$ cat src/rtl/bin2dec_pkg.sv
// Shared constants for the binary-to-decimal display converter:
// segment codes (bit 6..0), FSM states and the overflow-limit helper.
package bin2dec_pkg;

  localparam logic [6:0] SEG_0     = 7'b0111111;
  localparam logic [6:0] SEG_1     = 7'b0011000;
  localparam logic [6:0] SEG_2     = 7'b1110110;
  localparam logic [6:0] SEG_3     = 7'b1111100;
  localparam logic [6:0] SEG_4     = 7'b1011001;
  localparam logic [6:0] SEG_5     = 7'b1101101;
  localparam logic [6:0] SEG_6     = 7'b1101111;
  localparam logic [6:0] SEG_7     = 7'b0111000;
  localparam logic [6:0] SEG_8     = 7'b1111111;
  localparam logic [6:0] SEG_9     = 7'b1111101;
  localparam logic [6:0] SEG_BLANK = 7'b0000000;

  typedef enum logic [1:0] {
    IDLE = 2'd0,
    CONV = 2'd1,
    OUT  = 2'd2
  } state_t;

  // 10^n in 40 bits; 10^10 needs 34 bits, so DIGITS up to 10 is exact.
  function automatic logic [39:0] pow10(input int n);
    logic [39:0] r;
    r = 40'd1;
    for (int i = 0; i < n; i++) begin
      r = r * 40'd10;
    end
    return r;
  endfunction

endpackage

$ cat src/rtl/seg7_enc.sv
// Combinational BCD nibble to 7-segment encoder; non-decimal nibbles go blank.
module seg7_enc
  import bin2dec_pkg::*;
(
  input  logic [3:0] i_bcd,
  output logic [6:0] o_seg
);

  // Digit lookup.
  always_comb begin
    o_seg = SEG_BLANK;
    case (i_bcd)
      4'd0:    o_seg = SEG_0;
      4'd1:    o_seg = SEG_1;
      4'd2:    o_seg = SEG_2;
      4'd3:    o_seg = SEG_3;
      4'd4:    o_seg = SEG_4;
      4'd5:    o_seg = SEG_5;
      4'd6:    o_seg = SEG_6;
      4'd7:    o_seg = SEG_7;
      4'd8:    o_seg = SEG_8;
      4'd9:    o_seg = SEG_9;
      default: o_seg = SEG_BLANK;
    endcase
  end

endmodule

$ cat src/rtl/bin2dec_seg_conv.sv
// Sequential double-dabble binary-to-BCD converter with per-digit 7-segment output.
// Optional leading-zero blanking of the segment outputs: define BIN2DEC_LZ_BLANK_EN.
module bin2dec_seg_conv
  import bin2dec_pkg::*;
#(
  parameter int WIDTH  = 8,
  parameter int DIGITS = 3
) (
  input  logic                  clock,
  input  logic                  rst_n,
  input  logic                  in_valid,
  output logic                  in_ready,
  input  logic [WIDTH-1:0]      in_bin,
  output logic                  out_valid,
  input  logic                  out_ready,
  output logic [4*DIGITS-1:0]   out_bcd,
  output logic [7*DIGITS-1:0]   out_seg,
  output logic                  out_ovf
);

  localparam int                CNT_W = $clog2(WIDTH) + 1;
  localparam logic [39:0]       LIMIT = pow10(DIGITS) - 40'd1;
  localparam logic [CNT_W-1:0]  LAST  = CNT_W'(WIDTH - 1);

  state_t                r_state;
  state_t                w_state_nxt;
  logic [WIDTH-1:0]      r_bin;
  logic [4*DIGITS-1:0]   r_bcd;
  logic [CNT_W-1:0]      r_cnt;
  logic                  r_ovf;
  logic                  r_out_valid;
  logic [4*DIGITS-1:0]   r_out_bcd;
  logic [7*DIGITS-1:0]   r_out_seg;
  logic                  r_out_ovf;

  logic                  w_accept;
  logic                  w_last;
  logic [4*DIGITS-1:0]   w_bcd_adj;
  logic [4*DIGITS-1:0]   w_bcd_shift;
  logic [4*DIGITS-1:0]   w_bcd_res;
  logic [7*DIGITS-1:0]   w_seg_raw;
  logic [7*DIGITS-1:0]   w_seg_res;

  assign in_ready  = (r_state == IDLE);
  assign w_accept  = in_valid && in_ready;
  assign w_last    = (r_state == CONV) && (r_cnt == LAST);

  assign out_valid = r_out_valid;
  assign out_bcd   = r_out_bcd;
  assign out_seg   = r_out_seg;
  assign out_ovf   = r_out_ovf;

  // The final shift result is encoded directly so outputs load on the CONV->OUT edge.
  assign w_bcd_shift = {w_bcd_adj[4*DIGITS-2:0], r_bin[WIDTH-1]};
  assign w_bcd_res   = r_ovf ? {DIGITS{4'h9}} : w_bcd_shift;

  genvar g;
  generate
    for (g = 0; g < DIGITS; g++) begin : g_digit
      assign w_bcd_adj[4*g +: 4] = (r_bcd[4*g +: 4] >= 4'd5) ?
                                   (r_bcd[4*g +: 4] + 4'd3) : r_bcd[4*g +: 4];

      seg7_enc u_enc (
        .i_bcd (w_bcd_res[4*g +: 4]),
        .o_seg (w_seg_raw[7*g +: 7])
      );

`ifdef BIN2DEC_LZ_BLANK_EN
      // A digit is blank when it and every digit above it is zero; units always show.
      if (g == 0) begin : g_units
        assign w_seg_res[6:0] = w_seg_raw[6:0];
      end else begin : g_upper
        assign w_seg_res[7*g +: 7] = (|w_bcd_res[4*DIGITS-1:4*g]) ?
                                     w_seg_raw[7*g +: 7] : SEG_BLANK;
      end
`else
      assign w_seg_res[7*g +: 7] = w_seg_raw[7*g +: 7];
`endif
    end
  endgenerate

  // State register.
  always_ff @(posedge clock or negedge rst_n) begin
    if (!rst_n) begin
      r_state <= IDLE;
    end else begin
      r_state <= w_state_nxt;
    end
  end

  // Next-state logic.
  always_comb begin
    w_state_nxt = r_state;
    case (r_state)
      IDLE: begin
        if (in_valid) w_state_nxt = CONV;
        else          w_state_nxt = IDLE;
      end
      CONV: begin
        if (r_cnt == LAST) w_state_nxt = OUT;
        else               w_state_nxt = CONV;
      end
      OUT: begin
        if (out_ready) w_state_nxt = IDLE;
        else           w_state_nxt = OUT;
      end
      default: w_state_nxt = IDLE;
    endcase
  end

  // Shift/accumulate datapath.
  always_ff @(posedge clock or negedge rst_n) begin
    if (!rst_n) begin
      r_bin <= '0;
      r_bcd <= '0;
      r_cnt <= '0;
      r_ovf <= 1'b0;
    end else if (w_accept) begin
      r_bin <= in_bin;
      r_bcd <= '0;
      r_cnt <= '0;
      r_ovf <= ({{(40-WIDTH){1'b0}}, in_bin} > LIMIT);
    end else if (r_state == CONV) begin
      r_bin <= {r_bin[WIDTH-2:0], 1'b0};
      r_bcd <= w_bcd_shift;
      r_cnt <= r_cnt + CNT_W'(1);
    end else begin
      r_bin <= r_bin;
      r_bcd <= r_bcd;
      r_cnt <= r_cnt;
      r_ovf <= r_ovf;
    end
  end

  // Output registers: load at end of conversion, hold until the next result.
  always_ff @(posedge clock or negedge rst_n) begin
    if (!rst_n) begin
      r_out_valid <= 1'b0;
      r_out_bcd   <= '0;
      r_out_seg   <= {DIGITS{SEG_BLANK}};
      r_out_ovf   <= 1'b0;
    end else if (w_last) begin
      r_out_valid <= 1'b1;
      r_out_bcd   <= w_bcd_res;
      r_out_seg   <= w_seg_res;
      r_out_ovf   <= r_ovf;
    end else if ((r_state == OUT) && out_ready) begin
      r_out_valid <= 1'b0;
    end else begin
      r_out_valid <= r_out_valid;
    end
  end

endmodule
$ cat config.mk
export PLATFORM = sky130hd
export DESIGN_NAME = bin2dec_seg_conv
export DESIGN_NICKNAME = d
export VERILOG_FILES = /design/src/rtl/bin2dec_pkg.sv /design/src/rtl/seg7_enc.sv /design/src/rtl/bin2dec_seg_conv.sv
export SDC_FILE = /design/constraint.sdc
export NUM_CORES = 1
export LEC_CHECK = 0
export CORE_UTILIZATION = 35
export DETAILED_ROUTE_END_ITERATION = 6
export GPL_TIMING_DRIVEN = 0
export HOLD_SLACK_MARGIN = 0.15
export SYNTH_ARGS = -nofsm -noshare
export SYNTH_HDL_FRONTEND = slang
export SYNTH_SLANG_ARGS = --single-unit
$ cat constraint.sdc
create_clock -name clock -period 2.8 [get_ports clock]
set_input_delay 0.56 -clock clock [delete_from_list [all_inputs] [get_ports clock]]
set_output_delay 0.56 -clock clock [all_outputs]
set_load 0.01 [all_outputs]
==> run_results.csv, run 1 <==
group,metric,value,unit
detailed_routing,drt-initial-drc-count,95,
power_and_ir_drop,p_int,3.07,mW
timing,final_max_slew_viol_count,0,
placed_design,place_congestion,0.852,
global_route,grt_usage,17.4,%
timing,setup_viol,0,
cells_and_area,nets,441,
logic_synthesis,ys_ff_latch,60,
logic_synthesis,syn_area,0.00328,mm^2
timing,slew_headroom,46.8,%
logic_synthesis,yosysWarningCount,0,
placed_design,port_buffers,45,
global_route,grt-ovfl-total,0,
detailed_routing,first_pass_iters,4,
detailed_routing,drt-wirelength-per-cell,15.3,um
setup_path,worstSetupEndpointType,"flop",
logic_synthesis,synth_flop_cell,"dfrtp_1",
global_route,use_met2,26.5,%
logic_synthesis,synthCells,349,
power_and_ir_drop,max-vdd-ir-drop,0.000452,V
timing,setup_slack,184,ps
logic_synthesis,synthTopCellsByArea,"dfrtp_1 46%, ha_1 7.6%, nand2_1 6.2%, o21ai_0 6.1%, a21oi_1 3.2%",
logic_synthesis,synthTopCellsByCount,"60 x dfrtp_1, 54 x nand2_1, 40 x o21ai_0",
logic_synthesis,synth_top_area_share,45.8,%
timing,finalCriticalPeriod,2620,ps
clock_tree,cts_made_buffers,9,
logic_synthesis,yosysTopAreaCell,"dfrtp_1",
global_route,grt_antenna_before_repair,0,
detailed_routing,drc,0,
clock_tree,clockBufferDepth,2,
setup_path,reg2reg_slack,180,ps
die,coreArea,0.00889,mm^2
global_route,top_usage_layer,"met2",
clock_tree,cts_root_buffer,"clkbuf_8",
run,maxCapViolCount,0,
die,dieArea,0.00976,mm^2
global_route,grt_max_degree,36,
run_status,status,"finished clean",
clock_tree,htreeDepth,3,
timing,min_period_over_period,93.4,%
clock_tree,path_clk_slew,70,ps
die,die_x,98.8,um
power_and_ir_drop,power.share.switching,42.4,%
placed_design,dp_hpwl,5470,um
die,start_util,36.9,%
worst_hold_path,hold_class,"in2async",
detailed_routing,drt_wl_total,8010,um
power_and_ir_drop,power.total,5.32,mW
timing,hold_viol,0,
logic_synthesis,synth_fp_nets,381,
die,ios,48,
power_and_ir_drop,seqPwrFrac,28.6,%
die,die_y,98.8,um
timing,fmax,0.382,GHz
clock_tree,cts_tree,"done",
setup_path,start_kind,"flop",
power_and_ir_drop,p_comb_share,54.9,%
logic_synthesis,avgSynthCellArea,9.40,um^2
placed_design,dp_slack,57.1,ps
clock_tree,clock-sinks,60,
detailed_routing,vias,2783,
clock_tree,insertion_delay,350,ps
power_and_ir_drop,p_clk_share,16.5,%
logic_synthesis,synth_edf_count,0,
clock_tree,ctsHoldBuffers,0,
power_and_ir_drop,leakagePower,1.84,nW
global_route,grt_pass1_wl,13400,um
cells_and_area,layout-drive-gt1-share,9.66,%
logic_synthesis,yosysMostFrequentCell,"dfrtp_1",
global_route,grt_pass1_vias,2700,
setup_path,worstPathArrival,2890,ps
logic_synthesis,synth_seq_area_share,45.8,%
global_route,globalRouteMet3Util,4.40,%
cells_and_area,num_antenna_cells,0,
cells_and_area,synthToLayoutAreaGrowth,26.0,%
logic_synthesis,yosysUniqueCellTypes,49,
timing,skew,12.2,ps
timing,worst_pin_slew,797,ps
global_route,met1_usage,23.1,%
setup_path,crit_type,"reg2reg",
detailed_routing,ant_nets,0,
setup_path,cp_max_fo,8,
setup_path,cp.required,3070,ps
power_and_ir_drop,power_density,1290,mW/mm^2
timing,timing.hold.ws,221,ps
die,fp-row-count,34,
detailed_routing,vias_per_cell,5.33,
logic_synthesis,synthArstFlopShare,100,%
power_and_ir_drop,p_sw,2.26,mW
## placed cells by master (no fill, tap or decap), types with 4 or more instances in the layout
cell type,synthesis,layout
nand2_1,54,54
a21o_1,4,4
nor2b_1,11,11
nor2_1,19,19
a22oi_1,10,10
o31ai_1,5,5
a22o_1,6,6
clkdlybuf4s50_1,0,44
mux2i_1,6,6
xnor2_1,5,4
a21oi_2,3,4
nor3_1,5,5
o21ai_0,40,40
buf_4,2,5
dfrtp_1,60,60
ha_1,20,19
clkbuf_8,0,10
clkbuf_1,11,12
and2_1,4,4
inv_1,16,16
buf_2,3,4
nand2b_1,5,5
a21oi_1,21,20
## state kept, by name (all words and copies together) (netlist names)
name       cells
out_seg       21
out_bcd       12
r_bcd         12
r_bin          8
r_cnt          4
r_state        2
out_valid      1
## routing by layer
metal  vias up  part of all wire, %  wire (um)
li1       1340                    -          -
met1      1359                   47       3760
met2        66                   46       3720
met3        18                  4.2        336
met4         0                  2.5        200
met5         -                    0          0
## final timing paths
check	from	endpoint	cells past startpoint
setup reg to reg	r_bcd[0]	out_seg[13]	13
hold / removal	rst_n	out_seg[0]	1
max in group asynchronous	rst_n	out_seg[14]	2
min in group clock	out_seg[4]	out_seg[4]	1
setup / recovery	r_bcd[0]	out_seg[13]	13
hold reg to reg	out_seg[4]	out_seg[4]	1
## through the flow
stage | util (%) | instances | TNS (ps) | area, um^2
global placement | 43.5 | 502 | -47520 | 3860
finish | 46.5 | 522 | 0 | 4130
CTS | 46.1 | 519 | 0 | 4100
global route | 46.5 | 522 | -23.5 | 4130
floorplan | - | 349 | 0 | 3280
detailed placement | 43.6 | 503 | 0 | 3880
## power by group through the flow
stage	Sequential (mW)	Clock, mW	Combinational, mW
3_3_place_gp	1.52	0	2.77
4_1_cts	1.52	0.891	2.85
6_report	1.52	0.880	2.92
3_5_place_dp	1.53	0	2.82
5_1_grt	1.58	0.943	3.24
2_1_floorplan	1.58	0	1.80
## worst max-delay path, cell delays in order (launching register included)
cell      delay (ps)
dfrtp_1          380
buf_2            170
inv_1            100
ha_2             220
nand2b_1          90
nor3b_1          160
a21oi_2          320
inv_1            110
ha_1             280
a22oi_1          190
o21ai_0          120
a21oi_1          160
a32oi_1           90
a21oi_1          160
## final cells by class
cell class | count | area, um^2
timing repair buffer | 49 | 488
fill | 882 | 4760
inverter | 16 | 60.1
multi-input combinational | 256 | 1650
buffer | 17 | 82.6
sequential | 60 | 1500
clock inverter | 5 | 75.1
tap | 108 | 135
clock buffer | 11 | 141
## repair_timing
item / 4_1_cts / 5_1_grt
setup buffers: 0 / 3
endpoints found under the hold margin: 0 / 0
endpoints found under the setup margin: 1 / 1
gates resized for setup: 1 / 2
## cells by family after synthesis
family                   count (synthesis)  share of synthesized area, %
AO/OA/AOI/OAI                          114                          22.9
XOR/XNOR                                 5                          1.34
adder cells (fa/ha/maj)                 20                          7.63
buffers and inverters                   33                          4.35
flip-flops                              60                          45.8
multiplexers                             9                          2.94
other                                    1                         0.114
AND/OR/NAND/NOR                        107                          14.9
Note: power is estimated with default switching activity, not from simulation.
==> inputs of run 2 (changes only) <==
--- a/config.mk
+++ b/config.mk
@@ -8,7 +8,7 @@
 export CORE_UTILIZATION = 35
 export DETAILED_ROUTE_END_ITERATION = 6
 export GPL_TIMING_DRIVEN = 0
-export HOLD_SLACK_MARGIN = 0.15
+export HOLD_SLACK_MARGIN = 0.06
 export SYNTH_ARGS = -nofsm -noshare
 export SYNTH_HDL_FRONTEND = slang
 export SYNTH_SLANG_ARGS = --single-unit
==> results of run 2 <==
The final DEF is identical to that of run 1; final timing and power are the same.
